--- src/rtl/ln_frame_sender_pkg.sv ---
// ln_frame_sender_pkg: constants and FSM encoding shared by the layer-norm stages and the frame sender.
package ln_frame_sender_pkg;
    localparam int DATA_W      = 16;
    localparam int T_STEPS     = 30;
    localparam int ADDR_W      = 5;
    localparam int SEL_W       = 3;
    localparam int TIMEOUT_CYC = 64;
    localparam int WD_W        = $clog2(TIMEOUT_CYC);
    typedef enum logic [1:0] {
        IDLE      = 2'd0,
        SEND      = 2'd1,
        WAIT_DONE = 2'd2,
        FIN       = 2'd3
    } state_e;
endpackage

--- src/rtl/ln_frame_buf.sv ---
// ln_frame_buf: T_STEPS x DATA_W frame store with one write port and one registered read port.
// Flags writes that are out of range or not allowed; a same-cycle write to the read address is forwarded.
module ln_frame_buf
    import ln_frame_sender_pkg::*;
(
    input  logic              clk,
    input  logic              rst,
    input  logic              wr_en,
    input  logic              wr_allow,
    input  logic [ADDR_W-1:0] wr_addr,
    input  logic [DATA_W-1:0] wr_data,
    input  logic              rd_en,
    input  logic [ADDR_W-1:0] rd_addr,
    output logic [DATA_W-1:0] rd_data,
    output logic              wr_rej
);
    logic [DATA_W-1:0] mem_q [T_STEPS];
    logic [DATA_W-1:0] rd_data_q;
    logic              wr_hit;

    assign wr_hit = wr_en && wr_allow && (wr_addr < ADDR_W'(T_STEPS));
    assign wr_rej = wr_en && !wr_hit;

    always_ff @(posedge clk) begin
        if (wr_hit) mem_q[wr_addr] <= wr_data;
    end

    always_ff @(posedge clk) begin
        if (rst) rd_data_q <= '0;
        else if (rd_en) rd_data_q <= (wr_hit && wr_addr == rd_addr) ? wr_data : mem_q[rd_addr];
    end

    assign rd_data = rd_data_q;
endmodule

--- src/rtl/ln_frame_sender.sv ---
// ln_frame_sender: streams a 30-frame spike buffer to the layer-norm stage, then waits for its done flag.
// Define LN_SEND_TIMEOUT_EN to add a WAIT_DONE watchdog and the sticky timeout_err output.
module ln_frame_sender
    import ln_frame_sender_pkg::*;
(
    input  logic              clk,
    input  logic              rst,
    input  logic              wr_en,
    input  logic [ADDR_W-1:0] wr_addr,
    input  logic [DATA_W-1:0] wr_data,
    input  logic              start,
    input  logic [SEL_W-1:0]  start_sel,
    input  logic              ln_done,
    output logic [DATA_W-1:0] data_out,
    output logic              data_out_valid,
    output logic [SEL_W-1:0]  block_sel,
    output logic              busy,
    output logic              frame_done,
    output logic              wr_err
`ifdef LN_SEND_TIMEOUT_EN
    ,
    output logic              timeout_err
`endif
);
    localparam logic [ADDR_W-1:0] LAST = ADDR_W'(T_STEPS - 1);

    state_e            state_q, state_d;
    logic [ADDR_W-1:0] cnt_q, cnt_d;
    logic [SEL_W-1:0]  sel_q, sel_d;
    logic              wr_err_q;
    logic              rd_en;
    logic [ADDR_W-1:0] rd_addr;
    logic              wr_rej;
    logic              wd_fire;

`ifdef LN_SEND_TIMEOUT_EN
    logic [WD_W-1:0] wd_q, wd_d;
    logic            tmo_q;

    assign wd_fire = (state_q == WAIT_DONE) && !ln_done && (wd_q == WD_W'(TIMEOUT_CYC - 1));
    assign wd_d    = (state_q == WAIT_DONE) ? wd_q + 1'b1 : '0;

    always_ff @(posedge clk) begin
        if (rst) begin
            wd_q  <= '0;
            tmo_q <= 1'b0;
        end else begin
            wd_q  <= wd_d;
            tmo_q <= tmo_q | wd_fire;
        end
    end

    assign timeout_err = tmo_q;
`else
    assign wd_fire = 1'b0;
`endif

    // The frame read is issued one edge ahead, so frame 0 is fetched on the edge that samples start.
    always_comb begin
        state_d = state_q;
        cnt_d   = cnt_q;
        sel_d   = sel_q;
        rd_en   = 1'b0;
        rd_addr = '0;
        case (state_q)
            IDLE: begin
                if (start) begin
                    state_d = SEND;
                    cnt_d   = '0;
                    sel_d   = start_sel;
                    rd_en   = 1'b1;
                end
            end
            SEND: begin
                if (cnt_q == LAST) begin
                    state_d = WAIT_DONE;
                end else begin
                    cnt_d   = cnt_q + 1'b1;
                    rd_en   = 1'b1;
                    rd_addr = cnt_q + 1'b1;
                end
            end
            WAIT_DONE: state_d = (ln_done || wd_fire) ? FIN : WAIT_DONE;
            default:   state_d = IDLE;
        endcase
    end

    always_ff @(posedge clk) begin
        if (rst) begin
            state_q  <= IDLE;
            cnt_q    <= '0;
            sel_q    <= '0;
            wr_err_q <= 1'b0;
        end else begin
            state_q  <= state_d;
            cnt_q    <= cnt_d;
            sel_q    <= sel_d;
            wr_err_q <= wr_err_q | wr_rej;
        end
    end

    ln_frame_buf u_buf (
        .clk      (clk),
        .rst      (rst),
        .wr_en    (wr_en),
        .wr_allow (state_q == IDLE),
        .wr_addr  (wr_addr),
        .wr_data  (wr_data),
        .rd_en    (rd_en),
        .rd_addr  (rd_addr),
        .rd_data  (data_out),
        .wr_rej   (wr_rej)
    );

    assign data_out_valid = (state_q == SEND);
    assign busy           = (state_q != IDLE);
    assign frame_done     = (state_q == FIN);
    assign block_sel      = sel_q;
    assign wr_err         = wr_err_q;
endmodule

--- config.mk ---
export PLATFORM = sky130hd
export DESIGN_NAME = ln_frame_sender
export DESIGN_NICKNAME = d
export VERILOG_FILES = /design/src/rtl/ln_frame_sender_pkg.sv /design/src/rtl/ln_frame_buf.sv /design/src/rtl/ln_frame_sender.sv
export SDC_FILE = /design/constraint.sdc
export NUM_CORES = 1
export LEC_CHECK = 0
export CAP_MARGIN = 10
export CORE_MARGIN = 2
export CORE_UTILIZATION = 65
export CTS_BUF_LIST = sky130_fd_sc_hd__clkbuf_8 sky130_fd_sc_hd__clkbuf_16
export DETAILED_ROUTE_END_ITERATION = 10
export HOLD_SLACK_MARGIN = 0.05
export PLACE_DENSITY_LB_ADDON = 0.05
export SETUP_SLACK_MARGIN = 0.4
export SYNTH_ARGS = -nofsm -noshare
export SYNTH_HDL_FRONTEND = slang
export SYNTH_SLANG_ARGS = --single-unit
--- constraint.sdc ---
create_clock -name clk -period 7.52 [get_ports clk]
set_input_delay 1.504 -clock clk [delete_from_list [all_inputs] [get_ports clk]]
set_output_delay 1.504 -clock clk [all_outputs]
set_load 0.03 [all_outputs]
==> run_results.csv, run 1 <==
group,metric,value,unit
global_routing,grt_pass1_vias,11700,
global_routing,grt_overflow,0,
timing,fin_ws,3.12,ns
layout,drive_above_1_share,12.6,%
clocking,htreeDepth,2,
worst_hold_path,hp-class,"register to register",
timing,slew_headroom,13.9,%
clocking,cts_tree,"built",
pwr,total_leakage_power,7.68,nW
drt,first_pass_iters,6,
yosys,synth_area_leader_cell,"edfxtp_1",
layout,final_area,23200,sq um
timing,fin_setup_tns,0,ns
clocking,postCtsSetupRepairBufs,0,
floorplanning,die_height,182,um
yosys,ys.flop_type,"edfxtp_1",
floorplanning,dieArea,33000,sq um
yosys,synth_area_per_cell,15.5,sq um
drt,antenna_left,0,
timing,period_share,58.5,%
floorplanning,initial_core_util,65.5,%
placed_design,dp_hpwl,31200,um
setup_path,r2r-start,"cnt_q[0]",
yosys,synth_seq_cells,507,
yosys,async_flop_share,0,%
setup_path,worst_ep_arrival_time,4.83,ns
floorplanning,core_area,31300,sq um
global_routing,grtUsageTotal,31.9,%
setup_path,slowest_delay,0.98,ns
timing,period_needed,4.40,ns
pwr,power_density,273,nW/um^2
timing,finClkSkew,0.0135,ns
timing,timing.fmax,0.227,GHz
timing,grt_setup_unrepaired,"no",
setup_path,crit_top_cell,"buf_4",
drt,drc,0,
flow_run,cap_violations,0,
clocking,holdBufCountCts,0,
setup_path,cp-startpoint,"cnt_q[0]",
layout,nets,1431,
setup_path,critPathCaptureType,"register",
floorplanning,core.rowCount,65,
clocking,clkLatencyLatePin,0.56,ns
timing,tightestPinTransition,1.29,ns
setup_path,required,7.95,ns
setup_path,worstPathCellList,"ha_1 > nand4_2 > buf_4 > nand3_2 > buf_4 > o21ai_0 > a21oi_1 > and4b_1 > nand2_1 > a311oi_1",
yosys,syn_area,20500,sq um
yosys,synth_edf_count,480,
drt,viasPerCell,6.72,
layout,area_growth,12.9,%
clocking,tritoncts.num_buffers,50,
drt,post_drt_wl_per_cell,28.5,um
setup_path,endpoint,"u_buf.rd_data[5]",
placed_design,place_area,21500,sq um
clocking,cts_resized,0,
yosys,yosys_warnings,0,
drt,num_vias,12400,
global_routing,antenna_found_initial,0,
timing,slew_viol_final,0,
yosys,synth_top_area_share,70.3,%
setup_path,cp_slowest_cell,"dfxtp_4",
layout,antenna_cells,0,
yosys,yosysMostFrequentCell,"edfxtp_1",
yosys,synth_fp_nets,1361,
timing,finalSetupViolCount,0,
setup_path,crit_type,"register to register",
status,status,"finished clean",
drt,drtIter0Drc,1550,
setup_path,start_kind,"register",
placed_design,portBuffers,51,
pwr,irDropWorstVdd,202,uV
yosys,seq_area_frac_synth,72.9,%
clocking,cts-root-buf,"clkbuf_16",
clocking,clockBufferDepth,3,
yosys,synth.top_cells.by_count,"480 x edfxtp_1, 159 x mux2i_1, 116 x nand2_1",
yosys,netlist_instances,1325,
floorplanning,chipWidth,182,um
drt,wirelength,52500,um
clocking,cts_sinks,507,
timing,finalHoldViolCount,0,
layout,fill_cells,1982,
yosys,synth.area.top_cells,"edfxtp_1 70%, mux2i_1 7.8%, dfxtp_1 2.6%",
setup_path,crit_fanout,58,
floorplanning,boundaryPins,52,
global_routing,grt_pass1_wl,76200,um
yosys,post_synth_num_cell_types,55,
setup_path,r2r_cells,10,
setup_path,reg2reg_slack,3.12,ns
placed_design,place_ws,3.30,ns
setup_path,rr_endpoint,"u_buf.rd_data[5]",
clocking,clkSlewWorstSetupHoldPaths,0.06,ns
global_routing,grt_max_degree,82,
placed_design,place_congestion,0.928,
-- worst max-delay path: cells and delay by family, from the launching register on --
family / cells / cell delay (ns)
AOI/OAI and AO/OA: 3 / 0.73
adders and majority gates: 1 / 0.36
DFF: 1 / 0.98
buffers and inverters: 2 / 0.96
and+or+nand+nor: 4 / 1.23
-- cells by family after synthesis --
logic type	count (synthesis)	synth area share, %
flip-flops	507	72.9
multiplexers	198	9.90
buffers and inverters	95	2.23
adder cells (fa/ha/maj)	7	0.427
AND/OR/NAND/NOR	298	6.67
XOR/XNOR	6	0.293
AO/OA/AOI/OAI	214	7.54
-- cells in the final DEF, fill, tap and decap left out, types with 2 or more instances in the layout --
master,synthesis,routed
buf_4,15,55
clkinv_1,0,11
nor2_2,1,2
nand4_1,16,16
nand3_1,75,74
inv_1,6,20
nand3b_1,4,4
o22ai_1,17,17
xnor2_1,4,4
nor4_1,2,2
a222oi_1,12,12
and3_1,4,3
a221o_1,15,15
o211ai_1,4,4
edfxtp_1,480,480
and2_1,2,2
or3_1,2,2
a211o_1,16,16
dfxtp_1,27,26
mux2i_1,159,159
a211oi_1,17,17
o221ai_1,30,30
nor2_1,61,60
clkbuf_16,0,53
a21oi_1,67,67
o21ai_0,9,9
clkdlybuf4s50_1,0,50
a311oi_1,17,17
bufinv_16,0,3
clkbuf_8,0,3
nand2_1,116,116
mux2_2,39,39
o21ai_1,2,2
ha_1,7,7
clkinv_2,0,8
-- layout make-up --
cell class	count	area, sq um	area share [%]
clock buffers	56	1370	5.91
clock inverters	38	240	1.04
inverters	6	22.5	0.0973
multi-input cells	723	5120	22.1
flip-flops and latches	507	15000	64.6
well taps	402	503	2.17
repair buffers	107	938	4.05
-- routing by layer --
| layer | up-vias | part of all wire [%] | global-route usage (%) |
|---|---|---|---|
| li1 | 5356 | - | - |
| met1 | 6143 | 38 | 44.3 |
| met2 | 736 | 48 | 50.9 |
| met3 | 123 | 9.7 | 5.29 |
| met4 | 0 | 4.6 | 13.9 |
| met5 | - | 0 | 0 |
-- power by group --
part           internal (mW)  switching (mW)  total, mW
sequential              3.14          0.0503       3.19
clock                   1.40            1.01       2.41
combinational          0.242           0.483      0.725
-- per-stage QoR --
step / power [mW] / utilization (%) / hold WS, ns / cells
2_1_floorplan: 3.65 / - / 0.502 / 1325
5_1_grt: 6.49 / 73.9 / 0.484 / 1839
3_5_place_dp: 3.96 / 68.8 / 0.449 / 1745
3_3_place_gp: 3.95 / 68.8 / 0.443 / 1745
6_report: 6.32 / 73.9 / 0.454 / 1839
4_1_cts: 6.33 / 73.9 / 0.457 / 1839
-- registers in the layout, indices dropped and copies added (netlist names) --
signal         flops
cnt_q              5
u_buf.mem_q      480
block_sel          3
state_q            2
u_buf.rd_data     16
wr_err             1
-- worst min-delay path by stage --
stage / from / endpoint / cells after the start
4_1_cts: block_sel[2] / block_sel[2] / 2
3_5_place_dp: block_sel[2] / block_sel[2] / 2
3_3_place_gp: block_sel[0] / block_sel[0] / 2
5_1_grt: block_sel[0] / block_sel[0] / 2
6_report: block_sel[2] / block_sel[2] / 2
2_1_floorplan: state_q[1] / state_q[1] / 2
Note: power is estimated with default switching activity, not from simulation.
==> run 2: changes to the inputs <==
Settings changed: CORE_UTILIZATION 65 to 61.
Clock period 7.52 ns to 4.2 ns, I/O delays scaled along.
==> run_results.csv, run 2 (synthesized netlist as in run 1, its figures left out) <==
group,metric,value,unit
global_routing,use_met1,43.3,%
drt,drc,0,
setup_path,critPathCaptureType,"register",
setup_path,crit_family,"simple AND/OR/NAND/NOR gates",
layout,area_growth,13.7,%
setup_path,worst_ep_arrival_time,4.06,ns
global_routing,grt_pass1_wl,78600,um
floorplanning,initial_core_util,61.6,%
setup_path,r2r_cells,11,
layout,layout_commonest_cell,"edfxtp_1",
floorplanning,die_height,187,um
setup_path,r2r-start,"state_q[1]",
worst_hold_path,hold_depth,2,
drt,antenna_left,0,
timing,period_needed,3.67,ns
global_routing,grt_util_met2,49.8,%
timing,finClkSkew,0.0204,ns
floorplanning,dieArea,35100,sq um
floorplanning,boundaryPins,52,
worst_hold_path,whs_endpoint,"block_sel[1]",
global_routing,gr-usage-met3,4.60,%
global_routing,busiest_layer,"met2",
clocking,postCtsSetupRepairBufs,0,
setup_path,required,4.59,ns
pwr,finalPower,11.3,mW
setup_path,cp_slowest_cell,"ha_1",
worst_hold_path,hp-start,"block_sel[1]",
global_routing,grt_pass1_vias,11900,
timing,fin_setup_tns,0,ns
timing,slew_viol_final,0,
setup_path,slowest_delay,0.57,ns
global_routing,grt_max_degree,69,
clocking,clkLatencyLatePin,0.58,ns
worst_hold_path,hp-class,"register to register",
global_routing,antenna_found_initial,0,
drt,drtIter0Drc,1846,
layout,nets,1445,
timing,timing.fmax,0.273,GHz
timing,tightestPinTransition,1.30,ns
setup_path,crit_fanout,32,
drt,first_pass_iters,8,
floorplanning,chipWidth,187,um
floorplanning,core_area,33300,sq um
layout,largest_reg_flops,480,
timing,slew_headroom,13.1,%
setup_path,reg2reg_slack,0.53,ns
layout,final_cell_mix,"480 x edfxtp_1, 159 x mux2i_1, 116 x nand2_1",
flow_run,cap_violations,0,
clocking,cts_tree,"built",
clocking,htreeDepth,2,
setup_path,start_kind,"register",
placed_design,portBuffers,51,
clocking,cts-root-buf,"clkbuf_16",
setup_path,rr_endpoint,"u_buf.rd_data[5]",
drt,wirelength,54000,um
drt,num_vias,12400,
global_routing,grt_overflow,0,
layout,antenna_cells,0,
placed_design,dp_hpwl,34100,um
setup_path,crit_type,"register to register",
clocking,clockBufferDepth,3,
setup_path,worst-path-buf-inv,3,
floorplanning,core.rowCount,67,
layout,regMostFlops,"u_buf.mem_q",
setup_path,cp-startpoint,"state_q[1]",
timing,finalHoldViolCount,0,
pwr,power_density,484,nW/um^2
drt,post_drt_wl_per_cell,28.5,um
layout,fill_cells,2279,
clocking,clkSlewWorstSetupHoldPaths,0.06,ns
placed_design,place_congestion,0.911,
timing,period_share,87.4,%
timing,finalSetupViolCount,0,
pwr,total_leakage_power,7.73,nW
layout,drive_above_1_share,13.9,%
pwr,irDropWorstVdd,373,uV
clocking,cts_sinks,507,
global_routing,grtUsageTotal,30.8,%
setup_path,worstPathCellList,"inv_1 > ha_1 > nor2b_2 > nand2_2 > buf_4 > nand2_1 > buf_4 > o22ai_1 > a211o_1 > nand4_1 > a311oi_1",
setup_path,crit_top_cell,"buf_4",
clocking,tritoncts.num_buffers,51,
drt,viasPerCell,6.56,
timing,grt_setup_unrepaired,"no",
status,status,"finished clean",
-- run 2: worst max-delay path by stage --
stage | end | slack, ns | cells after the start
after global routing | u_buf.rd_data[5] | 0.40 | 11
final | u_buf.rd_data[5] | 0.53 | 11
after detailed placement | u_buf.rd_data[2] | 0.35 | 8
after CTS | u_buf.rd_data[15] | 0.38 | 9
after global placement | u_buf.rd_data[5] | 0.37 | 10
after floorplan | u_buf.mem_q[12][0] | 1.32 | 6
-- run 2: cell type report --
| cell class | instances | area [sq um] | area share (%) |
|---|---|---|---|
| Clock buffer | 54 | 1320 | 5.65 |
| Clock inverter | 39 | 258 | 1.11 |
| Inverter | 6 | 22.5 | 0.0966 |
| Multi-Input combinational cell | 724 | 5140 | 22.1 |
| Sequential cell | 507 | 15000 | 64.2 |
| Tap cell | 448 | 561 | 2.40 |
| Timing Repair Buffer | 119 | 1050 | 4.50 |
-- run 2: routing by layer --
metal	part of all wire (%)	vias up
li1	-	5378
met1	39	6246
met2	48	689
met3	8.9	128
met4	3.5	0
met5	0	-
-- run 2: per-stage QoR --
| step | instance area (sq um) | instances | setup slack, ns | util [%] | hold WS (ns) |
|---|---|---|---|---|---|
| after detailed placement | 21700 | 1802 | 0.346 | 65.2 | 0.449 |
| after CTS | 23300 | 1896 | 0.381 | 69.9 | 0.460 |
| final | 23300 | 1897 | 0.531 | 70.0 | 0.461 |
| after global routing | 23300 | 1897 | 0.401 | 70.0 | 0.490 |
| after global placement | 21700 | 1802 | 0.366 | 65.2 | 0.445 |
| after floorplan | 20500 | 1325 | 1.32 | - | 0.502 |
-- run 2: timing repair --
| item | 4_1_cts | 5_1_grt |
|---|---|---|
| resized for setup | 1 | 5 |
| hold buffers | 0 | 0 |
| gates cloned | 1 | 0 |
| pin swaps | 1 | 0 |
| endpoints found under the setup margin | 16 | 16 |
-- run 2: tightest hold or removal path: stages, from the launching register on --
cell and delay (ns):
dfxtp_1 0.31, nand2_1 0.05, a21oi_1 0.05
-- run 2: where the power goes --
group	internal, mW	total, mW	switching (mW)
logic	0.442	1.31	0.872
registers	5.62	5.68	0.0682
clock network	2.39	4.27	1.88
total	8.45	11.3	2.82
